[config.mk]
export PLATFORM = sky130hd
export DESIGN_NAME = sram_bank_arb
export DESIGN_NICKNAME = d
export VERILOG_FILES = /design/src/rtl/sram_arb_pkg.sv /design/src/rtl/sram_bank_arb_rr_arb.sv /design/src/rtl/sram_bank_arb.sv
export SDC_FILE = /design/constraint.sdc
export NUM_CORES = 1
export LEC_CHECK = 0
export ABC_CLOCK_PERIOD_IN_PS = 3900
export CELL_PAD_IN_SITES_DETAIL_PLACEMENT = 0
export CELL_PAD_IN_SITES_GLOBAL_PLACEMENT = 1
export CORE_AREA = 2 2 231 233
export CTS_BUF_LIST = sky130_fd_sc_hd__clkbuf_16
export DETAILED_ROUTE_END_ITERATION = 10
export DIE_AREA = 0 0 233 235
export PLACE_DENSITY_LB_ADDON = 0.2
export SLEW_MARGIN = 10
export SYNTH_ARGS = -nofsm -noshare
export SYNTH_HDL_FRONTEND = slang
export SYNTH_SLANG_ARGS = --single-unit
export TNS_END_PERCENT = 5
[constraint.sdc]
create_clock -name clk -period 3.9 [get_ports clk]
set_input_delay 0.39 -clock clk [delete_from_list [all_inputs] [get_ports clk]]
set_output_delay 0.39 -clock clk [all_outputs]
set_load 0.02 [all_outputs]
[src/rtl/sram_arb_pkg.sv]
// Shared types and address-decode helpers for the SRAM bank arbiter.
package sram_arb_pkg;

  // Owner field is sized for the largest supported master count (8).
  localparam int OWN_W = 3;

  // One registered response slot per bank.
  typedef struct packed {
    logic             vld;
    logic             we;
    logic             err;
    logic [OWN_W-1:0] owner;
  } rsp_t;

  // Bank-select field: every address bit from bsel_lsb upward. Any value
  // at or above the bank count, including stray high bits, is unmapped.
  function automatic logic [63:0] bank_idx(input logic [63:0] addr, input int bsel_lsb);
    return addr >> bsel_lsb;
  endfunction

  // Byte address to bank word address (caller truncates to BANK_AW).
  function automatic logic [63:0] bank_waddr(input logic [63:0] addr, input int byte_w);
    return addr >> byte_w;
  endfunction

endpackage

[src/rtl/sram_bank_arb_rr_arb.sv]
// N-way one-hot arbiter, one instance per bank. Round-robin from an
// internal pointer, or fixed priority (index 0 highest) when RR_EN=0.
module rr_arb #(
  parameter int N     = 4,
  parameter bit RR_EN = 1'b1
) (
  input  logic         clk,
  input  logic         rst,
  input  logic [N-1:0] i_req,
  input  logic         i_en,
  output logic [N-1:0] o_gnt
);

  localparam int PW = $clog2(N);

  logic [PW-1:0] r_ptr;
  logic [PW-1:0] w_j;
  logic [PW-1:0] w_win;
  logic [PW-1:0] w_ptr_nxt;
  logic [N-1:0]  w_pick;
  logic          w_found;

  // First requestor found scanning upward from the pointer, wrapping at N-1.
  always_comb begin
    w_pick  = '0;
    w_win   = '0;
    w_found = 1'b0;
    w_j     = '0;
    for (int i = 0; i < N; i++) begin
      w_j = PW'((int'(r_ptr) + i) % N);
      if (!w_found && i_req[w_j]) begin
        w_found     = 1'b1;
        w_pick[w_j] = 1'b1;
        w_win       = w_j;
      end
    end
  end

  // A busy bank grants nothing, so the pointer holds too.
  assign o_gnt     = i_en ? w_pick : '0;
  assign w_ptr_nxt = (int'(w_win) == N - 1) ? '0 : w_win + 1'b1;

  if (RR_EN) begin : g_rr
    // Pointer moves just past the winner after every grant.
    always_ff @(posedge clk or posedge rst) begin
      if (rst)         r_ptr <= '0;
      else if (|o_gnt) r_ptr <= w_ptr_nxt;
    end
  end else begin : g_fixed
    assign r_ptr = '0;
  end

endmodule

[src/rtl/sram_bank_arb.sv]
// N-master x M-bank SRAM arbiter: decode, per-bank arbitration, bank
// command mux, one-cycle registered response path with unmapped flagging.
module sram_bank_arb
  import sram_arb_pkg::*;
#(
  parameter int N_MST    = 4,
  parameter int N_BANK   = 2,
  parameter int AW       = 32,
  parameter int DW       = 32,
  parameter int BANK_AW  = 14,
  parameter int BSEL_LSB = 16,
  parameter bit RR_EN    = 1'b1
) (
  input  logic                              clk,
  input  logic                              rst,
  input  logic [N_MST-1:0]                  m_req,
  input  logic [N_MST-1:0]                  m_we,
  input  logic [N_MST-1:0][AW-1:0]          m_addr,
  input  logic [N_MST-1:0][DW/8-1:0]        m_byte,
  input  logic [N_MST-1:0][DW-1:0]          m_wdata,
  output logic [N_MST-1:0]                  m_gnt,
  output logic [N_MST-1:0]                  m_rvalid,
  output logic [N_MST-1:0][DW-1:0]          m_rdata,
  output logic [N_MST-1:0]                  m_err,
  output logic [N_BANK-1:0]                 b_cs,
  output logic [N_BANK-1:0]                 b_we,
  output logic [N_BANK-1:0][BANK_AW-1:0]    b_addr,
  output logic [N_BANK-1:0][DW/8-1:0]       b_byte,
  output logic [N_BANK-1:0][DW-1:0]         b_di,
  input  logic [N_BANK-1:0][DW-1:0]         b_do,
  input  logic [N_BANK-1:0]                 b_busy
);

  localparam int FW = AW - BSEL_LSB;
  localparam int BW = $clog2(DW/8);

  logic [N_MST-1:0][FW-1:0]        w_bidx;
  logic [N_MST-1:0][BANK_AW-1:0]   w_waddr;
  logic [N_MST-1:0]                w_unmap;
  logic [N_BANK-1:0][N_MST-1:0]    w_breq;
  logic [N_BANK-1:0][N_MST-1:0]    w_bgnt;
  logic [N_BANK-1:0][OWN_W-1:0]    w_own;
  rsp_t [N_BANK-1:0]               r_rsp;
  logic [N_MST-1:0]                r_uvld;

  // Decode each master's target bank and split requests per bank.
  always_comb begin
    w_bidx  = '0;
    w_waddr = '0;
    w_unmap = '0;
    w_breq  = '0;
    for (int m = 0; m < N_MST; m++) begin
      w_bidx[m]  = FW'(bank_idx(64'(m_addr[m]), BSEL_LSB));
      w_waddr[m] = BANK_AW'(bank_waddr(64'(m_addr[m]), BW));
      w_unmap[m] = m_req[m] && (w_bidx[m] >= FW'(N_BANK));
      for (int b = 0; b < N_BANK; b++)
        w_breq[b][m] = m_req[m] && (w_bidx[m] == FW'(b));
    end
  end

  for (genvar b = 0; b < N_BANK; b++) begin : g_bank
    rr_arb #(.N(N_MST), .RR_EN(RR_EN)) u_arb (
      .clk   (clk),
      .rst   (rst),
      .i_req (w_breq[b]),
      .i_en  (!b_busy[b] && !rst),
      .o_gnt (w_bgnt[b])
    );
  end

  // Bank command mux from the one-hot winner; idle banks drive zeros.
  always_comb begin
    b_cs   = '0;
    b_we   = '0;
    b_addr = '0;
    b_byte = '0;
    b_di   = '0;
    w_own  = '0;
    for (int b = 0; b < N_BANK; b++) begin
      b_cs[b] = |w_bgnt[b];
      for (int m = 0; m < N_MST; m++) begin
        if (w_bgnt[b][m]) begin
          b_we[b]   = m_we[m];
          b_addr[b] = w_waddr[m];
          b_byte[b] = m_byte[m];
          b_di[b]   = m_wdata[m];
          w_own[b]  = OWN_W'(m);
        end
      end
    end
  end

  // Unmapped requests are accepted immediately; banks add their winners.
  always_comb begin
    m_gnt = w_unmap & {N_MST{!rst}};
    for (int b = 0; b < N_BANK; b++) m_gnt = m_gnt | w_bgnt[b];
  end

  // Capture who owns each bank's response and which masters hit unmapped space.
  always_ff @(posedge clk or posedge rst) begin
    if (rst) begin
      r_rsp  <= '0;
      r_uvld <= '0;
    end else begin
      for (int b = 0; b < N_BANK; b++) begin
        r_rsp[b].vld   <= b_cs[b];
        r_rsp[b].we    <= b_we[b];
        r_rsp[b].err   <= 1'b0;
        r_rsp[b].owner <= w_own[b];
      end
      r_uvld <= w_unmap;
    end
  end

  // Route bank responses back to their owners; reads carry bank data.
  always_comb begin
    m_rvalid = r_uvld;
    m_err    = r_uvld;
    m_rdata  = '0;
    for (int b = 0; b < N_BANK; b++) begin
      for (int m = 0; m < N_MST; m++) begin
        if (r_rsp[b].vld && r_rsp[b].owner == OWN_W'(m)) begin
          m_rvalid[m] = 1'b1;
          m_err[m]    = m_err[m] | r_rsp[b].err;
          if (!r_rsp[b].we && !r_rsp[b].err) m_rdata[m] = m_rdata[m] | b_do[b];
        end
      end
    end
  end

  // A request, once raised, stays up with stable attributes until granted.
  for (genvar m = 0; m < N_MST; m++) begin : g_proto
    a_req_hold: assert property (@(posedge clk) disable iff (rst)
      m_req[m] && !m_gnt[m] |=> m_req[m] && $stable(m_addr[m]) && $stable(m_we[m]));
  end

endmodule

==> Yosys cells after proc, flatten, opt, wreduce, memory -nomap -nowiden <==
Cells that the tools add are included.
{ "totals": {"out_inout_bits": 244, "wordCells": 232, "input_bits": 348, "regBits": 18} }
{ "op_classes": {"magnitude_cmp": 20, "n_addsub": 8, "reduce_logical": 53, "mux": 117, "bitwise": 13, "n_eq_ne": 12} }
{ "ops": {"columns": ["operator", "count"], "rows": [
  ["$mux W32", 21],
  ["$or A32 B32 Y32", 4],
  ["$mux W14", 8],
  ["$mux W4", 18],
  ["$eq A16 B1 Y1 const B", 4],
  ["$ge A16 B2 Y1 const B", 4],
  ["$logic_not A16 Y1", 4],
  ["$mux W1", 40],
  ["$logic_and A1 B1 Y1", 36],
  ["$or A4 B4 Y4", 8],
  ["$lt A2 B3 Y1 const B", 8],
  ["$mux W2", 10],
  ["$bmux W1 S2", 8],
  ["$demux W1 S2", 8],
  ["$ge A2 B1 Y1 const B", 8],
  ["$eq A3 B2 Y1 const B", 4],
  ["$mux W3", 4],
  ["$logic_not A1 Y1", 9],
  ["$add A2 B1 Y2 const B", 4],
  ["$add A2 B2 Y2 const B", 4],
  ["$reduce_or A4 Y1", 2],
  ["$eq A3 B1 Y1 const B", 2],
  ["$logic_not A3 Y1", 2],
  ["$and A4 B4 Y4", 1],
  ["$eq A2 B1 Y1 const B", 2]
]} }

==> Longest topological paths before layout <==
Gate-level depths: netlist of run 1.
{ "logic_depth": {"word_depth": 19, "ltp_mapped": 17, "depth_no_buf": 11} }

==> By module <==
Synthesis of run 1 repeated with hierarchy kept, for this count alone.
{ "hier_totals": {"hier_cells": 960, "hier_area_um2": 6398.6} }
{ "modules_own_cells": {"columns": ["mod", "seq_area_each_um2", "n_inst", "area_per_inst_um2", "cells_each"], "rows": [
  ["sram_bank_arb", 300.3, 1, 4974.8, 776],
  ["rr_arb (g_bank[0].u_arb)", 50.0, 1, 779.5, 103],
  ["rr_arb (g_bank[1].u_arb)", 50.0, 1, 644.4, 81]
]} }

==> Worst setup path before layout of run 1 <==
OpenSTA, ideal clock, no wires.
{ "synth_timing": {"kind": "register to output", "from": "register g_bank[1].u_arb.r_ptr[0]", "to": "output port b_di[54] (netlist name)", "t_required_ns": 3.510, "slack_ns": -0.285, "arrival_time_ns": 3.795, "stages_incl_launch_ff": 17, "n_path_buf": 6, "cell_sequence": "dfrtp_1 > inv_1 > clkbuf_1 > clkbuf_1 > ha_1 > clkbuf_1 > a221oi_1 > nand4b_1 > o311ai_1 > o2bb2ai_1 > and2_1 > clkbuf_1 > and2b_1 > buf_4 > buf_4 > a221oi_1 > o21ai_0"} }
{ "synth_rtl": {"columns": ["element", "line", "rtl"], "rows": [
  ["start: declaration", "sram_bank_arb_rr_arb.sv:16", "logic [PW-1:0] r_ptr;"],
  ["start signal: assignment", "sram_bank_arb_rr_arb.sv:47", "else if (|o_gnt) r_ptr <= w_ptr_nxt;"],
  ["end: declaration", "sram_bank_arb.sv:29", "output logic [N_BANK-1:0][DW-1:0] b_di,"]
]} }

==> results of run 1 <==
synth_stat cells, drive strengths merged (3+ instances only):
| cell type | n |
|---|---|
| o2bb2ai | 41 |
| nand2b | 68 |
| nand2 | 87 |
| a221oi | 38 |
| or4 | 5 |
| nand4 | 8 |
| inv | 11 |
| nand3 | 26 |
| nor4 | 15 |
| nor2b | 5 |
| clkbuf | 86 |
| nor4b | 5 |
| o21ai | 55 |
| o32ai | 3 |
| or2 | 4 |
| or3 | 5 |
| a222oi | 19 |
| a221o | 4 |
| and2 | 14 |
| a21o | 3 |
| nor3 | 9 |
| and3 | 47 |
| nor2 | 113 |
| a22oi | 12 |
| o2111a | 3 |
| o21a | 3 |
| a211o | 8 |
| a2111oi | 8 |
| nand3b | 8 |
| o2111ai | 5 |
| dfrtp | 16 |
| and4 | 5 |
| a21oi | 41 |
| a31oi | 9 |
| ha | 16 |
| o22ai | 145 |
| a211oi | 41 |
| mux2i | 3 |
| buf | 22 |
critical path: stages:
cell and delay [ps]:
buf_6 90, or4_4 540, or4_4 660, buf_6 180, nor3_4 170, a211oi_4 80, or2_4 280, buf_4 140
a21oi_2 230, o21a_4 210, buf_4 140, buf_12 200, buf_4 170, a211oi_2 40, o2bb2ai_1 150, bufbuf_16 290
routing by layer:
layer / vias to the layer above / wire length [µm] / track usage
li1: 5695 / - / -
met1: 5857 / 22800 / 0.226
met2: 559 / 28500 / 0.346
met3: 60 / 4830 / 0.0515
met4: 4 / 1330 / 0.0463
met5: - / 26 / 0
logic make-up after synthesis:
kind of cell,count (synthesis)
AND/OR/NAND/NOR,431
flip-flops,16
XOR/XNOR,1
multiplexers,5
buffers and inverters,121
AO/OA/AOI/OAI,460
adder cells (fa/ha/maj),16
sequential cells by signal (all words and copies together), names as in the netlist:
signal / count
r_rsp: 8
g_bank.u_arb.r_ptr: 4
r_uvld: 4
cell type report:
cell class / instances / share of cell area
inverters: 13 / 0.00291
clock inverters: 1 / 0.000224
flip-flops and latches: 16 / 0.0239
diodes: 3 / 0.000448
clock buffers: 3 / 0.00448
well taps: 688 / 0.0513
multi-input cells: 913 / 0.410
repair buffers: 853 / 0.507
worst paths after layout:
kind,end,slack (ps),start
max in group asynchronous,g_bank[1].u_arb.r_ptr[1],2770,rst
setup reg to reg,g_bank[1].u_arb.r_ptr[1],300,g_bank[1].u_arb.r_ptr[1]
setup / recovery,b_di[16],-460,m_addr[29]
hold / removal,r_uvld[0],590,m_req[0]
min in group asynchronous,r_uvld[1],640,rst
hold reg to reg,g_bank[0].u_arb.r_ptr[0],680,g_bank[0].u_arb.r_ptr[0]
power breakdown:
group          switching [mW]  leakage (nW)  internal [mW]
logic                    2.44          6.35           2.32
registers              0.0681         0.202          0.196
clock network          0.0651        0.0386          0.136
cells in the final DEF, fill, tap and decap left out, types with 16 or more instances in the layout:
master / n
buf_4: 240
dfrtp_1: 16
nand3_1: 24
nand2b_1: 67
nand2_1: 77
o2bb2ai_2: 28
o22ai_1: 142
clkdlybuf4s50_1: 453
ha_1: 16
nor2_1: 108
buf_12: 33
and3_1: 46
a222oi_1: 19
buf_6: 76
o21ai_2: 16
a211oi_1: 21
a21oi_1: 20
o21ai_0: 18
a21oi_2: 20
o21ai_1: 18
a221oi_1: 26
metrics by stage:
step                      cell area (µm²)  utilization  instances
after floorplan                      6990            -       1050
after global placement              15200        0.292       2434
after detailed placement            15200        0.292       2434
after CTS                           15900        0.305       2467
after global routing                16800        0.321       2490
final                               16800        0.321       2490
repair_timing:
item,CTS,global route
hold buffers,0,0
endpoints found under the setup margin,114,111
setup buffers,25,19
gates resized for setup,546,163
cloned,5,3
pin swaps,35,42
hold endpoints to repair,0,0
==> parameters.txt, run 1 <==
Parameter                              Value

STA
  TNS Setup    -34670 ps
  Hold Worst Slack    591 ps
  Worst slew margin    0.251
  PnR worst setup slack    -464 ps
  Total of endpoints with negative setup slack in the final report    107
  Largest clock skew in the final design    3.41 ps
  Max Clk Rate    229 MHz
  Final-report max-slew violation count    0
  Post-layout min period    4360 ps
  Endpoints failing hold    0
  Final worst-path cycle share    1.12
  RSZ-0062 raised after global routing    true
  Transition at the pin with the smallest max-transition slack    1120 ps

Place
  Post-DP HPWL    44500 µm
  RD Place Congestion    0.889
  Number of port buffers    583
  Worst slack, placed    -1440 ps

Global routing
  Via count of the first global-routing pass    12400
  GRT Total Usage    0.193
  Antenna violations before repair    5
  Largest net degree at the start of global routing    44
  First-pass GRT wire length    80800 µm
  Congestion Overflow GR    0

Synth
  Xor/xnor share of the synthesized area    0.00127
  Simple-gate share of the synthesized area    0.330
  Arithmetic-cell share of the synthesized area counting full adders, half adders and majority gates    0.0291
  Area of the mapped netlist    6880 µm²
  Number of synthesized register bits    16
  Synth unique cells    83
  Synth Area per Inst    6.55 µm²
  Number of enable-type register cells in the synthesized netlist    0
  Area contributors post-synth    o22ai_1 (13%), nand2b_1 (6.2%), nor2_1 (6.1%)
  Register area share after synthesis    0.0582
  Post-synthesis compound-gate area fraction    0.496
  Post-synth top area cell    o22ai_1
  Dominant synthesized flop cell    dfrtp_1
  Fraction of registers with async set/reset    1.00
  Combinational family with the most area after synthesis    compound AO/OA/AOI/OAI gates
  Proportion of synthesized area in mux cells    0.00764
  Top cell type's share of synthesized area    0.132
  Net count after synthesis    1414
  Synth warnings    0
  Synthesized instance count    1050

Drt
  # DRC    0
  Vias    12200
  Final routed wirelength across all metal layers    57500 µm
  First-iteration detailed-routing DRC count    676
  Count of nets left with antenna violations after detail routing    0
  Average wire per standard cell    23.1 µm
  Via density per instance    4.89
  First-pass iteration count of the detailed router    6

Floorplan
  Width of the chip    233 µm
  Die area    54800 µm²
  Area inside the core boundary    52200 µm²
  Number of standard-cell rows in the floorplan    84
  Overall die height    235 µm
  Initial Utilization    0.132
  Count of pins on the block boundary    592

Clock network
  Number of clock sinks seen by CTS    16
  Number of buffers between clock root and the deepest sink    2
  Clock root cell    clkbuf_16
  Clock slew at the register clock pins of the worst setup and hold paths    50 ps
  Max H-tree Level    1
  Cts bufs inserted    3
  TritonCTS clock tree    built
  Clk_lat worst skew    250 ps

Run status
  Violated checks    setup timing
  Result of the run    finished, violations left

Setup path
  Startpoint Class    primary input
  Start-to-end type of the worst setup path    in -> out
  Worst Path Required    3510 ps
  CP Max Fanout    25
  R2R cell count    12
  Endpoint class of the critical path    primary output
  WP data arrival    3970 ps

Layout
  Combined area of the multi-input logic cells    6880 µm²
  Filler Cells Inserted    5641
  Final net count    2164
  Area Overhead vs Synth    144%
  Combined flip-flop and latch cell area    400 µm²
  Fraction of layout instances using a drive strength above 1    0.322

Power
  Max rail drop VDD    210 µV
  P_leak    6.59 nW
  Power, Total    5.23 mW
  Areal power density over the cells    312 nW/µm²

Worst hold path
  Worst min path class    in -> reg
  Number of instances on the worst hold path    2

Run
  Number of maximum-capacitance violations    0
Power figures use the tool's default switching activity.
==> run 2, diff against run 1 <==
--- a/config.mk
+++ b/config.mk
@@ -12,8 +12,7 @@
 export CTS_BUF_LIST = sky130_fd_sc_hd__clkbuf_16
 export DETAILED_ROUTE_END_ITERATION = 10
 export DIE_AREA = 0 0 233 235
-export PLACE_DENSITY_LB_ADDON = 0.2
-export SLEW_MARGIN = 10
+export PLACE_DENSITY_LB_ADDON = 0.1
 export SYNTH_ARGS = -nofsm -noshare
 export SYNTH_HDL_FRONTEND = slang
 export SYNTH_SLANG_ARGS = --single-unit
==> parameters.txt, run 2 (synthesis results as in run 1) <==
Parameter                              Value

Run status
  Result of the run    finished, violations left
  Violated checks    setup timing

Setup path
  CP Max Fanout    6 (-76%)
  Start-to-end type of the worst setup path    in -> out
  Cells traversed along the worst timing path    buf_6 -> or4_4 -> or4_4 -> buf_12 -> or3_4 -> o2111ai_4 -> o2111a_1 -> o2bb2ai_2 -> and2_4 -> and2b_4 -> buf_12 -> a222oi_1 -> buf_4 -> a21oi_2 -> buf_6
  Worst path slowest cell    or4_4
  Maximum single-stage delay on the critical path    670 ps (about the same)
  Worst Path Required    3510 ps (about the same)
  Endpoint class of the critical path    primary output
  Startpoint Class    primary input
  WP data arrival    3910 ps (-60 ps)

Global routing
  Via count of the first global-routing pass    12400 (+0.27%)
  Busiest grt layer    met2
  GRT Total Usage    0.201 (+0.00805)
  Met1 Resource Use GR    0.233 (+0.00721)
  Congestion Overflow GR    0 (unchanged)
  First-pass GRT wire length    83900 µm (+3.9%)
  Largest net degree at the start of global routing    36 (-18%)
  GR Util met2    0.370 (+0.0244)
  Met3 Usage GRT    0.0523 (+0.000850)
  Antenna violations before repair    13 (+8)

Clock network
  Number of clock sinks seen by CTS    16 (unchanged)
  Clock slew at the register clock pins of the worst setup and hold paths    50 ps (about the same)
  Number of buffers between clock root and the deepest sink    2 (unchanged)
  Max H-tree Level    1 (unchanged)
  TritonCTS clock tree    built
  Clk_lat worst skew    250 ps (about the same)
  Clock root cell    clkbuf_16
  Cts bufs inserted    3 (unchanged)
  Cts-stage hold buffer count    0 (unchanged)

STA
  Total of endpoints with negative setup slack in the final report    108 (+0.93%)
  Max Clk Rate    233 MHz (+1.5%)
  Hold Worst Slack    474 ps (-117 ps)
  TNS Setup    -26180 ps (+8490 ps)
  Post-layout min period    4300 ps (-65.2 ps)
  Worst slew margin    0.310 (+0.0582)
  Endpoints failing hold    0 (unchanged)
  Final-report max-slew violation count    0 (unchanged)
  Final worst-path cycle share    1.10 (-0.0167)
  Transition at the pin with the smallest max-transition slack    1040 ps (-87.3 ps)
  RSZ-0062 raised after global routing    true
  Largest clock skew in the final design    7.95 ps (+4.54 ps)
  PnR worst setup slack    -399 ps (+65.2 ps)

Place
  Number of port buffers    583 (unchanged)
  Number of cells in the design after placement    2429 (-0.21%)
  Cell area after placement    15200 µm² (-0.20%)
  Post-DP HPWL    46800 µm (+5.3%)
  RD Place Congestion    0.856 (-3.6%)

Drt
  First-iteration detailed-routing DRC count    622 (-8.0%)
  Count of nets left with antenna violations after detail routing    0 (unchanged)
  Final routed wirelength across all metal layers    58700 µm (+2.1%)
  Average wire per standard cell    23.8 µm (+3.1%)
  Vias    12000 (-1.4%)
  First-pass iteration count of the detailed router    6 (unchanged)
  Via density per instance    4.87 (-0.40%)
  # DRC    0 (unchanged)

Layout
  Fraction of layout instances using a drive strength above 1    0.315 (-0.00771)
  Most common library cell in the layout ignoring fill and taps    clkdlybuf4s50_1
  Commonest cells after routing, fill and taps aside    clkdlybuf4s50_1 (455), buf_4 (230), o22ai_1 (143), nor2_1 (110), nand2_1 (83)
  Final standard cell count with taps included and fillers excluded    2465 (-1.0%)
  Filler Cells Inserted    5598 (-0.76%)
  Final net count    2135 (-1.3%)
  Combined flip-flop and latch cell area    400 µm² (unchanged)
  Largest registers    r_rsp (8), g_bank.u_arb.r_ptr (4), r_uvld (4)
  Combined area of the multi-input logic cells    7000 µm² (+1.8%)
  Max reg flops    8 (unchanged)
  Summed area of non-filler cells in the final layout    16400 µm² (-2.2%)
  Most flops, register    r_rsp
  Area Overhead vs Synth    139%
  Final Core Density    0.314 (-0.00709)

Floorplan
  Die area    54800 µm² (unchanged)
  Area inside the core boundary    52200 µm² (unchanged)
  Number of standard-cell rows in the floorplan    84 (unchanged)
  Initial Utilization    0.132 (unchanged)
  Width of the chip    233 µm (unchanged)
  Count of pins on the block boundary    592 (unchanged)
  Overall die height    235 µm (unchanged)

Power
  P_leak    6.31 nW (-4.2%)
  Max rail drop VDD    197 µV (-5.9%)
  Areal power density over the cells    307 nW/µm² (-1.5%)

Run
  Number of maximum-capacitance violations    0 (unchanged)

Worst hold path
  Worst min path class    in -> reg
-- run 2: path summary, 6_finish.rpt --
| kind | from | end | cells after the start | slack (ps) |
|---|---|---|---|---|
| max reg2reg | g_bank[1].u_arb.r_ptr[1] | g_bank[1].u_arb.r_ptr[1] | 15 | 470 |
| max | m_addr[17] | b_di[38] | 15 | -400 |
| max in group asynchronous | rst | r_rsp[7] | 4 | 2720 |
| min in group asynchronous | rst | r_uvld[2] | 3 | 700 |
| min reg2reg | g_bank[0].u_arb.r_ptr[1] | g_bank[0].u_arb.r_ptr[1] | 3 | 730 |
| min | m_req[0] | r_uvld[0] | 2 | 470 |
-- run 2: routing by layer --
metal,up-vias,wire length [µm],share of wire
li1,5643,-,-
met5,-,103,0.0018
met3,50,4490,0.076
met1,5851,23300,0.40
met2,445,29800,0.51
met4,16,943,0.016
-- run 2: area by class of cell --
cell class                      instances  area share
Antenna cell                            7     0.00107
Clock buffer                            3     0.00458
Clock inverter                          1    0.000229
Inverter                               13     0.00298
Multi-Input combinational cell        913       0.427
Sequential cell                        16      0.0244
Tap cell                              688      0.0525
Timing Repair Buffer                  824       0.487
-- run 2: power breakdown --
part	switching [mW]	leakage [nW]	internal, mW	total [mW]
registers	0.0634	0.202	0.196	0.259
logic	2.41	6.07	2.15	4.56
clock network	0.0741	0.0386	0.136	0.211
total	2.55	6.31	2.48	5.03
-- run 2: repair_timing --
item	CTS	global route
gates resized for setup	580	104
gates cloned	1	2
setup buffers	18	9
setup endpoints to repair	117	111
pin swaps	60	38
-- run 2: stage by stage --
| stage | setup slack, ps | power, mW |
|---|---|---|
| floorplan | -114 | 2.14 |
| global placement | -1390 | 4.57 |
| detailed placement | -1370 | 4.54 |
| CTS | -420 | 4.98 |
| global route | -502 | 5.34 |
| finish | -399 | 5.03 |
-- run 2: worst max-delay path: cells and delay by family --
family / cells / cell delay [ps]
AOI/OAI and AO/OA: 5 / 880
buffers and inverters: 5 / 740
and+or+nand+nor: 5 / 1890
